## config.mk

```make
export PLATFORM = sky130hd
export DESIGN_NAME = hls_snn_deadlock_report_ctrl
export DESIGN_NICKNAME = d
export VERILOG_FILES = /design/src/rtl/hls_snn_deadlock_report_ctrl.sv
export SDC_FILE = /design/constraint.sdc
export NUM_CORES = 1
export LEC_CHECK = 0
export BUFFER_PORTS_ARGS = -buffer_cell sky130_fd_sc_hd__buf_4
export CORE_AREA = 5 5 101 103
export CTS_BUF_LIST = sky130_fd_sc_hd__clkbuf_8
export DETAILED_ROUTE_END_ITERATION = 12
export DIE_AREA = 0 0 106 108
export GPL_TIMING_DRIVEN = 0
export PLACE_DENSITY = 0.72
export SLEW_MARGIN = 20
export SYNTH_ARGS = -nofsm -noshare
export SYNTH_HDL_FRONTEND = slang
export SYNTH_SLANG_ARGS = --single-unit
```

## constraint.sdc

```tcl
create_clock -name clock -period 4.2 [get_ports clock]
set_clock_uncertainty 0.2 [all_clocks]
set_input_delay 0.21 -clock clock [delete_from_list [all_inputs] [get_ports clock]]
set_output_delay 0.21 -clock clock [all_outputs]
set_load 0.02 [all_outputs]
```

## src/rtl/hls_snn_deadlock_report_ctrl.sv

```systemverilog
// hls_snn_deadlock_report_ctrl
//
// Purpose:
//   This block consumes the per-instance deadlock monitor `block` outputs of
//   the HLS SNN design. A deadlock is declared only when some monitor has been
//   blocking for THRESH consecutive cycles. Short, transient blocking does not
//   trigger it.
//   During the episode the block accumulates which monitors were involved. It
//   timestamps the start of the episode with a free-running cycle counter.
//   It delivers exactly one report per deadlock over a valid/ready handshake.
//   The sticky `deadlock` flag stays set until `clear` is sampled after the
//   report has been delivered.
//
// Parameters:
//   NUM_MON  number of monitor block inputs (>= 1)
//   THRESH   consecutive blocked cycles needed to declare deadlock (>= 1)
//   CNT_W    width of the cycle counter and of the timestamp
//
// Ports:
//   clock         in   sole clock, all state updates on the rising edge
//   reset         in   synchronous, active-high reset
//   block_sigs    in   per-monitor block indications (bit i = monitor i)
//   clear         in   single-cycle re-arm request after a delivered report
//   report_ready  in   consumer accepts the report
//   report_valid  out  report available
//   report_mask   out  OR of all block_sigs seen during the episode
//   report_cycle  out  cycle counter value at episode start
//   deadlock      out  sticky deadlock flag
module hls_snn_deadlock_report_ctrl #(
  parameter int NUM_MON = 4,
  parameter int THRESH  = 16,
  parameter int CNT_W   = 32
) (
  input  logic               clock,
  input  logic               reset,
  input  logic [NUM_MON-1:0] block_sigs,
  input  logic               clear,
  input  logic               report_ready,
  output logic               report_valid,
  output logic [NUM_MON-1:0] report_mask,
  output logic [CNT_W-1:0]   report_cycle,
  output logic               deadlock
);

  // The persistence counter only has to reach THRESH. The FSM leaves COUNT
  // on that value, so the counter can never wrap.
  localparam int PW = $clog2(THRESH + 1);
  localparam logic [PW-1:0] THRESH_P = PW'(THRESH);

  typedef enum logic [1:0] {
    IDLE   = 2'd0,
    COUNT  = 2'd1,
    REPORT = 2'd2,
    HOLD   = 2'd3
  } state_t;

  state_t             state_reg, state_next;
  logic [CNT_W-1:0]   cyc_cnt_reg;
  logic [PW-1:0]      persist_reg, persist_next;
  logic [NUM_MON-1:0] mask_reg, mask_next;
  logic [CNT_W-1:0]   start_reg, start_next;
  logic [NUM_MON-1:0] report_mask_reg, report_mask_next;
  logic [CNT_W-1:0]   report_cycle_reg, report_cycle_next;

  logic               any_block;
  logic [NUM_MON-1:0] mask_acc;
  logic [PW-1:0]      persist_inc;

  // Only an all-zero vector breaks an episode. Which monitors are blocking
  // may change from cycle to cycle without ending it.
  assign any_block   = |block_sigs;
  assign persist_inc = persist_reg + PW'(1);

  // This is the involvement mask after this cycle's block indications are
  // merged into it.
  for (genvar gi = 0; gi < NUM_MON; gi++) begin : g_mask_acc
    assign mask_acc[gi] = mask_reg[gi] | block_sigs[gi];
  end

  // ---------------------------------------------------------------------------
  // Next-state and datapath logic.
  // The report registers are loaded only when the FSM enters REPORT. They
  // therefore stay stable for the whole handshake, however long it takes.
  // They remain visible until the next episode overwrites them.
  // ---------------------------------------------------------------------------
  always_comb begin
    state_next        = state_reg;
    persist_next      = persist_reg;
    mask_next         = mask_reg;
    start_next        = start_reg;
    report_mask_next  = report_mask_reg;
    report_cycle_next = report_cycle_reg;

    case (state_reg)
      IDLE: begin
        if (clear) begin
          // A clear takes priority over any blocking seen in the same cycle.
          persist_next = '0;
          mask_next    = '0;
        end else if (any_block) begin
          persist_next = PW'(1);
          mask_next    = block_sigs;
          start_next   = cyc_cnt_reg;
          if (THRESH == 1) begin
            // The first blocked edge already satisfies the threshold.
            state_next        = REPORT;
            report_mask_next  = block_sigs;
            report_cycle_next = cyc_cnt_reg;
          end else begin
            state_next = COUNT;
          end
        end
      end

      COUNT: begin
        if (clear || !any_block) begin
          state_next   = IDLE;
          persist_next = '0;
          mask_next    = '0;
        end else begin
          persist_next = persist_inc;
          mask_next    = mask_acc;
          if (persist_inc == THRESH_P) begin
            state_next        = REPORT;
            report_mask_next  = mask_acc;
            report_cycle_next = start_reg;
          end
        end
      end

      REPORT: begin
        // block_sigs and clear are ignored here, so a report is never dropped.
        if (report_ready) begin
          state_next = HOLD;
        end
      end

      HOLD: begin
        if (clear) begin
          state_next   = IDLE;
          persist_next = '0;
          mask_next    = '0;
        end
      end

      default: begin
        state_next   = IDLE;
        persist_next = '0;
        mask_next    = '0;
      end
    endcase
  end

  // ---------------------------------------------------------------------------
  // State and datapath registers.
  // ---------------------------------------------------------------------------
  always_ff @(posedge clock) begin
    if (reset) begin
      state_reg        <= IDLE;
      cyc_cnt_reg      <= '0;
      persist_reg      <= '0;
      mask_reg         <= '0;
      start_reg        <= '0;
      report_mask_reg  <= '0;
      report_cycle_reg <= '0;
    end else begin
      state_reg        <= state_next;
      cyc_cnt_reg      <= cyc_cnt_reg + CNT_W'(1);
      persist_reg      <= persist_next;
      mask_reg         <= mask_next;
      start_reg        <= start_next;
      report_mask_reg  <= report_mask_next;
      report_cycle_reg <= report_cycle_next;
    end
  end

  // The outputs are decoded purely from registered state. This keeps any
  // combinational path from report_ready to report_valid out of the design.
  assign report_valid = (state_reg == REPORT);
  assign deadlock     = (state_reg == REPORT) || (state_reg == HOLD);
  assign report_mask  = report_mask_reg;
  assign report_cycle = report_cycle_reg;

endmodule

```

==> results of run 1 <==
-- metal layers --
| layer | vias to the layer above | global-route usage, % | part of all wire, % |
|---|---|---|---|
| met5 | - | 0 | 0 |
| met4 | 0 | 6.013 | 0.72 |
| met3 | 4 | 2.627 | 4.6 |
| met2 | 73 | 29.23 | 45 |
| met1 | 1814 | 27.80 | 50 |
| li1 | 1996 | - | - |
-- Yosys cell counts, drive strengths merged (7+ instances only) --
| library cell | instances |
|---|---|
| clkbuf | 27 |
| nand2 | 77 |
| o21ai | 8 |
| and3 | 7 |
| or4 | 13 |
| nor2 | 23 |
| xnor2 | 9 |
| xor2 | 7 |
| o31ai | 10 |
| buf | 8 |
| a21oi | 57 |
| nand3 | 21 |
| nand4 | 10 |
| dfxtp | 111 |
| mux2i | 32 |
| nand2b | 64 |
-- critical path, delay by kind of cell, from the launching register on --
family        cells  cell delay [ns]
xor+xnor          1             0.55
fa+ha+maj         1             0.26
buf+inv           2             0.28
flops             1             0.48
mux               1             0.18
simple gates      2             0.43
-- final cells by class --
| class | count | area [um^2] | area share (%) |
|---|---|---|---|
| multi-input cells | 386 | 2377 | 42.80 |
| flip-flops and latches | 111 | 2222 | 40.01 |
| repair buffers | 50 | 387.9 | 6.984 |
| plain buffers | 35 | 206.4 | 3.717 |
| well taps | 111 | 138.9 | 2.501 |
| clock buffers | 10 | 137.6 | 2.478 |
| clock inverters | 6 | 68.82 | 1.239 |
| inverters | 4 | 15.01 | 0.2703 |
-- power by group through the flow --
stage                     clock (mW)  sequential [mW]  combinational, mW
after floorplan                    0             1.09             0.0529
after global placement             0             1.09             0.0753
after detailed placement           0             1.09             0.0771
after CTS                      0.665             1.07             0.0813
after global routing           0.709             1.07             0.0899
final                          0.648             1.07             0.0810
-- per-stage QoR --
stage	cells	hold WS [ns]	utilization, %	setup WS, ns
floorplan	536	0.1999	-	2.114
global placement	692	0.2480	58.16	1.835
detailed placement	692	0.2513	58.16	1.764
CTS	713	0.06298	60.98	1.734
global route	713	0.1176	60.98	1.449
finish	713	0.08546	60.98	1.732
-- cells by family (layout without fill, tap and decap cells) --
| kind of cell | after synthesis | in the layout | share of synthesized area, % |
|---|---|---|---|
| AOI/OAI and AO/OA | 98 | 98 | 12.69 |
| muxes | 33 | 33 | 6.878 |
| xor gates and xnor gates | 16 | 16 | 2.907 |
| DFF | 111 | 111 | 46.09 |
| buffers and inverters | 39 | 105 | 4.594 |
| adders and majority gates | 3 | 3 | 0.7787 |
| and+or+nand+nor | 236 | 236 | 26.06 |
-- how the worst min path moves through the flow --
stage / start / end / slack [ns] / cells past startpoint
after global routing: report_ready / state_reg[0] / 0.12 / 4
final: report_ready / state_reg[0] / 0.09 / 4
after CTS: report_ready / state_reg[0] / 0.06 / 4
after detailed placement: start_reg[29] / start_reg[29] / 0.25 / 2
after global placement: start_reg[13] / start_reg[13] / 0.25 / 2
after floorplan: block_sigs[3] / mask_reg[3] / 0.20 / 2
-- what timing repair did --
item                      4_1_cts  5_1_grt
hold buffers                    5        0
hold endpoints to repair        5        0
resized for setup               0        0
==> reports/qor.csv, run 1 <==
stage,metric,value,unit
yosys,"area leader, netlist",dfxtp_1,
yosys,#FFs+latches synth,111,
clock_tree,CTS Buffer Depth,2,
yosys,Post-Syn Area,4821,um^2
worst_setup_path,CP peak stage delay,0.55,ns
power_and_ir_drop,internal power,1.385,mW
timing,"Slew Viols, Final",0,
timing,Final setup violation count,0,
routing,Final ANT Viol Nets,0,
worst_setup_path,Worst Setup End Kind,flip-flop,
timing,Worst-Margin Slew,0.9976,ns
yosys,asr flop ratio synth,0,%
die,Die W,106,um
worst_setup_path,Critical-path top delay cell,xnor2_1,
yosys,synth top area cells,"dfxtp_1 46%, nand2b_1 8.3%, mux2i_1 6.6%, nand2_1 6.0%, a21oi_1 5.9%",
global_routing,first-pass GRT wire length,17.72,mm
routing,Wirelength per Cell,14.75,um
worst_setup_path,FF-to-FF Start,persist_reg[0],
placement,GP Congestion,0.8176,
cells_and_area,Area Growth Syn to Fin,15.21,%
routing,Pre-Repair DR Iteration Count,5,
routing,DRC violations left,0,
timing,RSZ-0062 raised after global routing,no,
clock_tree,CTS Buf Count,9,
worst_setup_path,reg2reg setup slack,1.73,ns
placement,PortBufs,45,
worst_setup_path,CP Launch Type,flip-flop,
cells_and_area,"commonest non-fill, non-tap cell in the layout",dfxtp_1,
yosys,commonest register cell after synthesis,dfxtp_1,
worst_setup_path,CP Data Arrival Time,2.55,ns
worst_setup_path,R2R Path End,report_cycle[23],
power_and_ir_drop,Static Leak,1.846,nW
power_and_ir_drop,Comb power frac,4.5,%
yosys,count of unique library cells instantiated by Yosys,44,
worst_hold_path,worst hold path class,in -> reg,
global_routing,grt total ovfl,0,
yosys,Yosys top cell area share,46.09,%
cells_and_area,share of layout cells above drive strength 1,13.29,%
global_routing,pin count of the biggest net entering global routing,19,
routing,via count,3887,
yosys,"EDFF count, synth",0,
worst_setup_path,Reg2Reg Depth,7,
power_and_ir_drop,P_sw,0.4110,mW
clock_tree,CTS root buf,clkbuf_8,
yosys,Yosys warnings,0,
timing,crit share post-route,58.76,%
worst_setup_path,CP startpoint,persist_reg[0],
worst_setup_path,WS Path Type,reg -> reg,
timing,Final Hold Viols,0,
die,Starting Density,52.93,%
clock_tree,H-tree depth,3,
power_and_ir_drop,worst vdd ir,179.7,uV
die,Die Y-Extent,108,um
routing,first-iteration detailed-routing DRC count,209,
die,total core area,9109,um^2
timing,Slew headroom,32.56,%
global_routing,initial antenna violation count,0,
yosys,Post-Synthesis Cells,536,
worst_setup_path,"most used cell, CP",buf_12,
timing,Final Critical Period,2.468,ns
job,max_cap viols,0,
yosys,syn_nets,547,
yosys,"Avg Cell Area, Syn",8.994,um^2
cells_and_area,fillers,802,
routing,Detailed Route WL,10.52,mm
die,Core Rows,35,
outcome,status,"finished, final reports clean",
cells_and_area,most frequent cells in the layout,"111 x dfxtp_1, 77 x nand2_1, 64 x nand2b_1",
placement,Final HPWL DP,7.823,mm
cells_and_area,final net count,608,
power_and_ir_drop,Seq pwr share,59.4,%
cells_and_area,ant diodes,0,
placement,DP Area,5298,um^2
worst_setup_path,crit path cell chain,"ha_1, nand3_1, xnor2_1, and3_4, buf_12, buf_12, mux2i_1",
power_and_ir_drop,clock share of power,36.1,%
global_routing,Overall Global Routing Usage,19.04,%
timing,Final TNS setup,0,ns
cells_and_area,Finished Cell Area,5554,um^2
clock_tree,Worst-Skew Late Latency,0.36,ns
global_routing,vias in the first global route,3655,
power_and_ir_drop,total design power,1.796,mW
clock_tree,post-CTS setup buffer count,0,
clock_tree,CTS tree,yes,
worst_setup_path,Setup crit end,report_cycle[23],
timing,fmax,0.4052,GHz
clock_tree,clk slew on worst S/H paths,0.11,ns
power_and_ir_drop,Pwr Density,323.4,nW/um^2
worst_setup_path,CP required,4.28,ns
worst_setup_path,"Max FO, Critical Path",10,
routing,Vias/cell,5.452,
die,die area,11450,um^2
yosys,sequential share of the synthesized area,46.09,%
clock_tree,# clock sinks,111,
power_and_ir_drop,Sw Ratio,22.88,%
die,num ports,46,
Power figures use the tool's default switching activity.
==> run 2, diff against run 1 <==
Settings changed: ABC_AREA from default to 1, CORE_AREA 5 5 101 103 to 5 5 103 105, DIE_AREA 0 0 106 108 to 0 0 108 110.
Clock period 4.2 ns to 2.3 ns, I/O delays scaled along.
==> reports/qor.csv, run 2 <==
stage,metric,value,unit,change
worst_hold_path,worst hold path class,reg -> reg,,
placement,GP Congestion,0.9150,,+12%
worst_setup_path,FF-to-FF Start,state_reg[0],,
worst_hold_path,Worst Hold End,start_reg[11],,
global_routing,first-pass GRT wire length,19.89,mm,+12%
power_and_ir_drop,worst vdd ir,390.0,uV,+120%
worst_setup_path,CP Launch Type,input pin,,
clock_tree,CTS tree,yes,,
global_routing,vias in the first global route,4124,,+13%
yosys,Post-Synthesis Cells,717,,+34%
timing,"Slew Viols, Final",0,,unchanged
routing,Final ANT Viol Nets,0,,unchanged
yosys,Yosys warnings,0,,unchanged
timing,RSZ-0062 raised after global routing,no,,
timing,setup slack after layout,0.1527,ns,-1.579 ns
routing,Vias/cell,4.878,,-11%
yosys,Post-Syn Area,4981,um^2,+3.3%
yosys,top post-synthesis cells by count,"157 x nor2_1, 148 x nand2_1, 111 x dfxtp_1",,
cells_and_area,ant diodes,0,,unchanged
die,die area,11880,um^2,+3.8%
cells_and_area,"commonest non-fill, non-tap cell in the layout",nor2_1,,
clock_tree,H-tree depth,3,,unchanged
routing,DRC violations left,0,,unchanged
die,num ports,46,,unchanged
worst_setup_path,CP peak stage delay,0.56,ns,about the same
yosys,asr flop ratio synth,0,%,unchanged
yosys,#FFs+latches synth,111,,unchanged
timing,Final TNS setup,0,ns,unchanged
die,Die W,108,um,+1.9%
power_and_ir_drop,Pwr Density,589.0,nW/um^2,+82%
worst_setup_path,R2R Path End,mask_reg[1],,
worst_setup_path,CP Data Arrival Time,2.27,ns,-0.28 ns
clock_tree,clk slew on worst S/H paths,0.11,ns,about the same
routing,Pre-Repair DR Iteration Count,5,,unchanged
yosys,synth top area cells,"dfxtp_1 45%, nor2_1 12%, nand2_1 11%, a21oi_1 5.8%, inv_1 4.9%",,
yosys,Yosys top cell area share,44.61,%,-1.5 points
timing,fmax,0.4657,GHz,
clock_tree,post-CTS setup buffer count,0,,unchanged
outcome,status,"finished, final reports clean",,
routing,Detailed Route WL,11.69,mm,+11%
worst_setup_path,Worst Setup End Kind,flip-flop,,
yosys,syn_nets,728,,+33%
cells_and_area,Area Growth Syn to Fin,15.75,%,
cells_and_area,Finished Cell Area,5766,um^2,+3.8%
global_routing,initial antenna violation count,0,,unchanged
yosys,sequential share of the synthesized area,44.61,%,-1.5 points
timing,Final Critical Period,2.147,ns,
die,Die Y-Extent,110,um,+1.9%
worst_setup_path,reg2reg setup slack,0.18,ns,-1.55 ns
routing,Wirelength per Cell,12.73,um,-14%
placement,PortBufs,44,,-2.2%
die,Starting Density,52.16,%,-0.76 points
worst_setup_path,WS Path Type,in -> reg,,
placement,Final HPWL DP,9.039,mm,+16%
cells_and_area,final net count,791,,+30%
placement,DP Area,5478,um^2,+3.4%
yosys,"Avg Cell Area, Syn",6.947,um^2,-23%
worst_setup_path,crit path cell chain,"dlygate4sd3_1, buf_4, inv_2, nand2_1, o21ai_4, inv_2, nand2_1, nor2_1, nor2_1, dlygate4sd3_1",,
routing,first-iteration detailed-routing DRC count,316,,+51%
power_and_ir_drop,Static Leak,2.195,nW,+19%
worst_setup_path,CP required,2.42,ns,-1.86 ns
cells_and_area,most frequent cells in the layout,"157 x nor2_1, 148 x nand2_1, 111 x dfxtp_1",,
clock_tree,CTS Buffer Depth,2,,unchanged
die,Core Rows,36,,+2.9%
worst_hold_path,Hold Crit Depth,2,,-2
power_and_ir_drop,total design power,3.396,mW,+89%
worst_setup_path,Reg2Reg Depth,8,,+1
placement,cell count after placement,894,,+29%
cells_and_area,non-filler instance count after layout,918,,+29%
global_routing,Overall Global Routing Usage,21.03,%,+2.0 points
worst_setup_path,Worst Path Buf+Inv,5,,+3
timing,Fin Hold WS,0.2602,ns,+0.1748 ns
die,total core area,9549,um^2,+4.8%
worst_setup_path,Critical-path top delay cell,dlygate4sd3_1,,
timing,Final setup violation count,0,,unchanged
job,max_cap viols,0,,unchanged
worst_setup_path,cell family with most CP delay,buffers and inverters,,
clock_tree,CTS Buf Count,9,,unchanged
yosys,"EDFF count, synth",0,,unchanged
timing,Slew headroom,61.15,%,+29 points
yosys,commonest register cell after synthesis,dfxtp_1,,
routing,via count,4478,,+15%
global_routing,pin count of the biggest net entering global routing,22,,+3
cells_and_area,share of layout cells above drive strength 1,13.25,%,-0.041 points
timing,Worst-Margin Slew,0.5827,ns,-0.4148 ns
clock_tree,# clock sinks,111,,unchanged
timing,Final Hold Viols,0,,unchanged
global_routing,grt total ovfl,0,,unchanged
yosys,"area leader, netlist",dfxtp_1,,
worst_hold_path,min-delay src,start_reg[11],,
placement,post-place setup slack,0.2758,ns,-1.488 ns
timing,crit share post-route,93.36,%,
cells_and_area,utilization after layout,60.38,%,-0.60 points
worst_setup_path,"Max FO, Critical Path",8,,-2
clock_tree,Worst-Skew Late Latency,0.37,ns,about the same
clock_tree,CTS root buf,clkbuf_8,,
yosys,cell with the most instances after synthesis,nor2_1,,
yosys,count of unique library cells instantiated by Yosys,30,,-32%
[run 2: cell types whose count changed in the layout (fill, tap and decap cells not counted), sizes merged, moves of 13 or more]
cell,previous run,this run
nand2b,64,0
nor2,23,167
o21ai,8,42
nand3,21,49
mux2i,32,0
nand2,77,152
inv,5,75
clkbuf,37,20
or4,13,0
[run 2: worst register-to-register path, stage by stage, from the launching register on]
cell and delay [ns]:
dfxtp_1 0.36, inv_1 0.14, nand2_1 0.15, o21ai_4 0.26
inv_2 0.09, nand2_1 0.14, nor2_1 0.06, nor2_1 0.11
dlygate4sd3_1 0.56
[run 2: cell families after synthesis]
| kind of cell | after synthesis | share of synthesized area [%] |
|---|---|---|
| and+or+nand+nor | 390 | 33.43 |
| AOI/OAI and AO/OA | 104 | 10.68 |
| buffers and inverters | 103 | 9.470 |
| xor gates and xnor gates | 6 | 1.055 |
| DFF | 111 | 44.61 |
| adders and majority gates | 3 | 0.7537 |
[run 2: cell type report]
type	instances	area (um^2)
Buffer	32	205.2
Clock buffer	9	123.9
Clock inverter	7	72.57
Fill cell	940	3784
Inverter	71	266.5
Multi-Input combinational cell	503	2298
Sequential cell	111	2222
Tap cell	133	166.4
Timing Repair Buffer	52	410.4
[run 2: power by group]
group	switching, mW	leakage [nW]	total [mW]	internal (mW)
clock	0.725	0.101	1.15	0.427
sequential	0.0214	0.901	2.00	1.98
combinational	0.161	1.19	0.245	0.0841
[run 2: what timing repair did]
action	in CTS	in global routing
setup endpoints to repair	0	1
resized for setup	0	2
hold buffers	8	0
hold endpoints to repair	10	0
[run 2: worst max path at each step]
stage | cells past startpoint | slack [ns] | to | start
after floorplan | 11 | 0.59 | report_mask[0] | persist_reg[0]
after global placement | 11 | 0.33 | report_cycle[24] | persist_reg[0]
after detailed placement | 11 | 0.28 | report_cycle[24] | persist_reg[0]
after CTS | 10 | 0.16 | mask_reg[1] | block_sigs[0]
after global routing | 10 | 0.04 | report_cycle[11] | persist_reg[0]
final | 10 | 0.15 | mask_reg[1] | clear
[run 2: metal layers]
metal,share of wire (%),global-route usage [%]
met5,0,0
met4,1.2,6.943
met3,4.8,2.854
met2,45,32.95
met1,49,30.04
